<file path="config.mk">
export PLATFORM = sky130hd
export DESIGN_NAME = overlap_sequence_detector
export DESIGN_NICKNAME = d
export VERILOG_FILES = /design/src/rtl/seqdet_pkg.sv /design/src/rtl/sat_counter.sv /design/src/rtl/overlap_sequence_detector.sv
export SDC_FILE = /design/constraint.sdc
export NUM_CORES = 1
export LEC_CHECK = 0
export BUFFER_PORTS_ARGS = -buffer_cell sky130_fd_sc_hd__buf_2
export CAP_MARGIN = 20
export CORE_MARGIN = 5
export CORE_UTILIZATION = 35
export CTS_CLUSTER_DIAMETER = 40
export DETAILED_ROUTE_END_ITERATION = 12
export GPL_TIMING_DRIVEN = 1
export PLACE_DENSITY = 0.61
export SKIP_LAST_GASP = 1
export SLEW_MARGIN = 0
export SYNTH_ARGS = -nofsm -noshare
export SYNTH_HDL_FRONTEND = slang
export SYNTH_SLANG_ARGS = --single-unit
</file>
<file path="constraint.sdc">
create_clock -name clock_100Mhz -period 3 [get_ports clock_100Mhz]
set_input_delay 0.15 -clock clock_100Mhz [delete_from_list [all_inputs] [get_ports clock_100Mhz]]
set_output_delay 0.15 -clock clock_100Mhz [all_outputs]
set_load 0.05 [all_outputs]
</file>
<file path="src/rtl/seqdet_pkg.sv">
// Shared types and defaults for the serial sequence detector.
package seqdet_pkg;

  typedef enum logic {
    FILL  = 1'b0,
    TRACK = 1'b1
  } state_t;

  localparam int                             DEFAULT_PATTERN_LEN = 4;
  localparam logic [DEFAULT_PATTERN_LEN-1:0] DEFAULT_PATTERN     = 4'b1011;
  localparam int                             DEFAULT_COUNT_W     = 8;
  localparam int                             BITS_SEEN_MAX       = 255;

endpackage

</file>
<file path="src/rtl/sat_counter.sv">
// Saturating up-counter with synchronous clear and a sticky "reached max" flag.
module sat_counter #(
  parameter int               WIDTH = 8,
  parameter logic [WIDTH-1:0] MAX   = '1
) (
  input  logic             clock_100Mhz,
  input  logic             reset,
  input  logic             clr,
  input  logic             inc,
  output logic [WIDTH-1:0] count,
  output logic             sat
);

  logic [WIDTH-1:0] count_q, count_d;
  logic             sat_q, sat_d;

  // Next count: clear wins, increment stops at MAX; flag latches once MAX is reached.
  always_comb begin
    count_d = count_q;
    sat_d   = sat_q;
    if (clr) begin
      count_d = '0;
      sat_d   = 1'b0;
    end else begin
      if (inc && (count_q != MAX)) begin
        count_d = count_q + 1'b1;
      end
      sat_d = sat_q | (count_d == MAX);
    end
  end

  // Counter and flag registers, asynchronously reset.
  always_ff @(posedge clock_100Mhz or posedge reset) begin
    if (reset) begin
      count_q <= '0;
      sat_q   <= 1'b0;
    end else begin
      count_q <= count_d;
      sat_q   <= sat_d;
    end
  end

  assign count = count_q;
  assign sat   = sat_q;

endmodule

</file>
<file path="src/rtl/overlap_sequence_detector.sv">
// Serial pattern detector: shifts in one bit per bit_valid strobe, matches the
// last PATTERN_LEN bits against PATTERN, and keeps saturating match / bit counts.
module overlap_sequence_detector
  import seqdet_pkg::*;
#(
  parameter int                     PATTERN_LEN = DEFAULT_PATTERN_LEN,
  parameter logic [PATTERN_LEN-1:0] PATTERN     = DEFAULT_PATTERN,
  parameter bit                     OVERLAP     = 1'b1,
  parameter int                     COUNT_W     = DEFAULT_COUNT_W
) (
  input  logic               clock_100Mhz,
  input  logic               reset,
  input  logic               bit_in,
  input  logic               bit_valid,
  input  logic               clear,
  output logic [COUNT_W-1:0] pattern_count,
  output logic               match_pulse,
  output logic               count_sat,
  output logic [7:0]         bits_seen,
  output logic               state
);

  localparam int                FILL_W    = $clog2(PATTERN_LEN + 1);
  localparam logic [FILL_W-1:0] FILL_FULL = FILL_W'(PATTERN_LEN);

  logic [PATTERN_LEN-1:0] hist_q, hist_d, hist_shift;
  logic [FILL_W-1:0]      fill_q, fill_d, fill_next;
  state_t                 state_q, state_d;
  logic                   match_pulse_q, match_pulse_d;
  logic                   accept, match, restart;
  logic                   bits_full;

  // History shift, fill tracking and the match compare against the post-shift history.
  always_comb begin
    accept     = bit_valid & ~clear;
    hist_shift = {hist_q[PATTERN_LEN-2:0], bit_in};
    fill_next  = (fill_q == FILL_FULL) ? fill_q : fill_q + 1'b1;
    match      = accept && (hist_shift == PATTERN) && (fill_next == FILL_FULL);
    // Non-overlapping mode discards the matched bits so the next search starts clean.
    restart    = match && !OVERLAP;
    hist_d     = hist_q;
    fill_d     = fill_q;
    if (clear || restart) begin
      hist_d = '0;
      fill_d = '0;
    end else if (accept) begin
      hist_d = hist_shift;
      fill_d = fill_next;
    end
    match_pulse_d = match;
  end

  // Next-state: FILL until the history is full, TRACK afterwards.
  always_comb begin
    state_d = state_q;
    if (clear || restart) begin
      state_d = FILL;
    end else if (accept) begin
      case (state_q)
        FILL:    if (fill_next == FILL_FULL) state_d = TRACK;
        TRACK:   state_d = TRACK;
        default: state_d = FILL;
      endcase
    end
  end

  // State, history, fill and match pulse registers.
  always_ff @(posedge clock_100Mhz or posedge reset) begin
    if (reset) begin
      state_q       <= FILL;
      hist_q        <= '0;
      fill_q        <= '0;
      match_pulse_q <= 1'b0;
    end else begin
      state_q       <= state_d;
      hist_q        <= hist_d;
      fill_q        <= fill_d;
      match_pulse_q <= match_pulse_d;
    end
  end

  // Outputs come straight from registers.
  always_comb begin
    state       = logic'(state_q);
    match_pulse = match_pulse_q;
  end

  sat_counter #(
    .WIDTH (COUNT_W),
    .MAX   ({COUNT_W{1'b1}})
  ) u_match_count (
    .clock_100Mhz (clock_100Mhz),
    .reset        (reset),
    .clr          (clear),
    .inc          (match),
    .count        (pattern_count),
    .sat          (count_sat)
  );

  sat_counter #(
    .WIDTH (8),
    .MAX   (8'(BITS_SEEN_MAX))
  ) u_bits_seen (
    .clock_100Mhz (clock_100Mhz),
    .reset        (reset),
    .clr          (clear),
    .inc          (accept & ~bits_full),
    .count        (bits_seen),
    .sat          (bits_full)
  );

endmodule

</file>
==> results.ini <==
[cts]
cts.reportedPaths.clkPinSlew_ns=0.10
clk_path_buf_depth=2
htreeDepth=1
clkLatencyLatePin_ns=0.27
root_buffer=clkbuf_8
cts_resized=0
cts_hold_buf=0
cts_made_buffers=3
postCtsSetupBuffers=0
cts_sinks=26
cts_tree=yes

[drt]
firstDrtPassIters=4
drc_errors=0
vias=1232
first_iter_violations=51
postRouteAntennaNets=0
drt-vias-per-instance=5.176
wirelength_um=3129
wl_per_cell_um=13.15

[floorplan]
rows=24
die_area_sq_um=5852
die_y_um=76.50
die_width_um=76.50
num_io_pins=24
start_util=0.3579
coreArea_sq_um=4324

[setup_path]
crit_path_max_fanout=4
cp.required_ns=3.17
critPathBufInv=1
critPathTopFamily=simple AND/OR/NAND/NOR gates
crit_path_start_kind=flop
worstPathCellList=inv_1 -> ha_1 -> nand2b_1 -> or3_1 -> nor4_4 -> mux2_1 -> nand4b_1 -> o2bb2ai_1
slowest_stage=or3_1
max_stage_delay_ns=0.45
arrival_ns=2.51
worstSetupPathType=reg -> reg
crit_path_end_kind=flop

[power]
vdd_ir_drop_max_uv=265.6
power_density_nw_per_um2=407.6
p_leak_uw=0.0008650

[placement]
gp_congestion=0.8216
dp_hpwl_um=2233
port_buffers=23
post-place-ws_ns=0.6461

[worst_hold_path]
hp-class=in -> reg

[synthesis]
synth-edff-count=0
synth_top_area_cell=dfrtp_1
syn_area_sq_um=1548
ys_types=44
synth.avg_cell_area_sq_um=9.437
synth.area.top_cells=dfrtp_1 (42%), nor2_1 (6.5%), mux2i_1 (4.5%)
synthArstFlopShare=1.000
ys_ff_latch=26
ys.flop_type=dfrtp_1
syn_inst=164
synth.yosys.seq_area_share=0.4204
synth_nets=173
yosys_warnings=0
synth.top_cell.area_share=0.4204

[job]
drv_cap=0

[global_route]
grtUsageTotal=0.1125
grt_pass1_wl_um=5595
antenna_found_initial=0
first_global_vias=1207
grt_max_degree=27
gr-total-overflow=0

[layout]
drive_gt1_frac=0.1774
num_antenna_cells=0
final_cell_mix=nor2_1 (27), dfrtp_1 (26), buf_2 (23), nand2_1 (15)
synthToLayoutAreaGrowth_pct=16.65
num-fill-cells=452
mostFrequentLayoutCell=nor2_1
nNetsFinal=196

[sta]
slew_headroom=0.6565
finalHoldViolCount=0
rsz0062_at_grt=no
setup_viol=0
worst_pin_slew_ns=0.5113
final_max_slew_viol_count=0
fin_crit_ns=2.340
fin_tns_setup_ns=0
fin_skew_ns=0.008779
fin_ws_ns=0.6596
max_freq_mhz=427.3
fin_crit_sh=0.7801

[run_status]
outcome=completed

==> layout make-up <==
type | count | area (sq um) | share of cell area
clock inverter | 1 | 30.03 | 0.01663
multi-input combinational | 126 | 847.1 | 0.4692
tap | 52 | 65.06 | 0.03604
timing repair buffer | 25 | 152.6 | 0.08455
inverter | 5 | 18.77 | 0.01040
clock buffer | 3 | 41.29 | 0.02287
sequential | 26 | 650.6 | 0.3604
==> worst min-delay path, cell delays in order <==
cell and delay, ns:
buf_2 0.09, mux2i_1 0.06, nor2_1 0.08
==> cells in the mapped netlist, types with 2 or more instances <==
master and count:
ha_1 4, and2_1 2, dfrtp_1 26, and4b_1 2, clkbuf_1 4, inv_1 5, nand3_1 6, nand2b_1 5
or3b_1 2, nor3_1 8, nand4_1 3, a31oi_1 2, o22ai_1 2, a21oi_1 3, a211oi_1 2, nand4b_1 2
and3_1 4, mux2i_1 7, xor2_1 8, nor2_1 27, xnor2_1 3, nand2_1 15
==> cell families (layout without fill, tap and decap cells) <==
group,Yosys count,after routing,share of synthesized area
multiplexers,8,8,0.05255
AO/OA/AOI/OAI,19,19,0.1043
adder cells (fa/ha/maj),4,4,0.03234
buffers and inverters,12,34,0.03233
flip-flops,26,26,0.4204
AND/OR/NAND/NOR,84,84,0.2959
XOR/XNOR,11,11,0.06225
==> final timing paths <==
check                      startpoint                   end  slack, ns  cells after the start
setup / recovery            fill_q[0]     u_match_count.sat       0.66                      8
setup reg to reg            fill_q[0]     u_match_count.sat       0.66                      8
hold / removal                 bit_in             hist_q[0]       0.14                      3
min in group asynchronous       reset             hist_q[0]       0.30                      3
max in group asynchronous       reset  u_bits_seen.count[1]       2.32                      4
hold reg to reg                 state                 state       0.51                      2
==> registers in the layout (all words and copies together) (netlist names) <==
register and cells:
fill_q 3, hist_q 3, match_pulse 1, state 1
u_bits_seen.count 8, u_bits_seen.sat 1, u_match_count.count 8, u_match_count.sat 1
==> power by group <==
part | switching (uW) | total [uW] | leakage (uW) | internal, uW
Sequential | 7.97 | 365 | 0.000360 | 357
Combinational | 48.8 | 77.0 | 0.000470 | 28.2
Clock | 115 | 294 | 0.0000357 | 179
==> metrics by stage <==
stage / total power [uW] / utilization / hold slack (ns) / cell area [sq um] / instances
2_1_floorplan: 428.3 / - / 0.1900 / 1548 / 164
3_3_place_gp: 443.8 / 0.3924 / 0.4150 / 1697 / 232
3_5_place_dp: 445.2 / 0.3924 / 0.4397 / 1697 / 232
4_1_cts: 740.3 / 0.4089 / 0.1288 / 1768 / 236
5_1_grt: 763.6 / 0.4175 / 0.1594 / 1805 / 238
6_report: 736.0 / 0.4175 / 0.1370 / 1805 / 238
==> routing by layer <==
layer | vias to the layer above | global-route usage | share of wire
met3 | 5 | 0.03901 | 0.052
met4 | 0 | 0.02098 | 0.0061
met5 | - | 0 | 0
li1 | 622 | - | -
met2 | 26 | 0.1866 | 0.45
met1 | 579 | 0.1419 | 0.49
(Power assumes the default switching activity.)
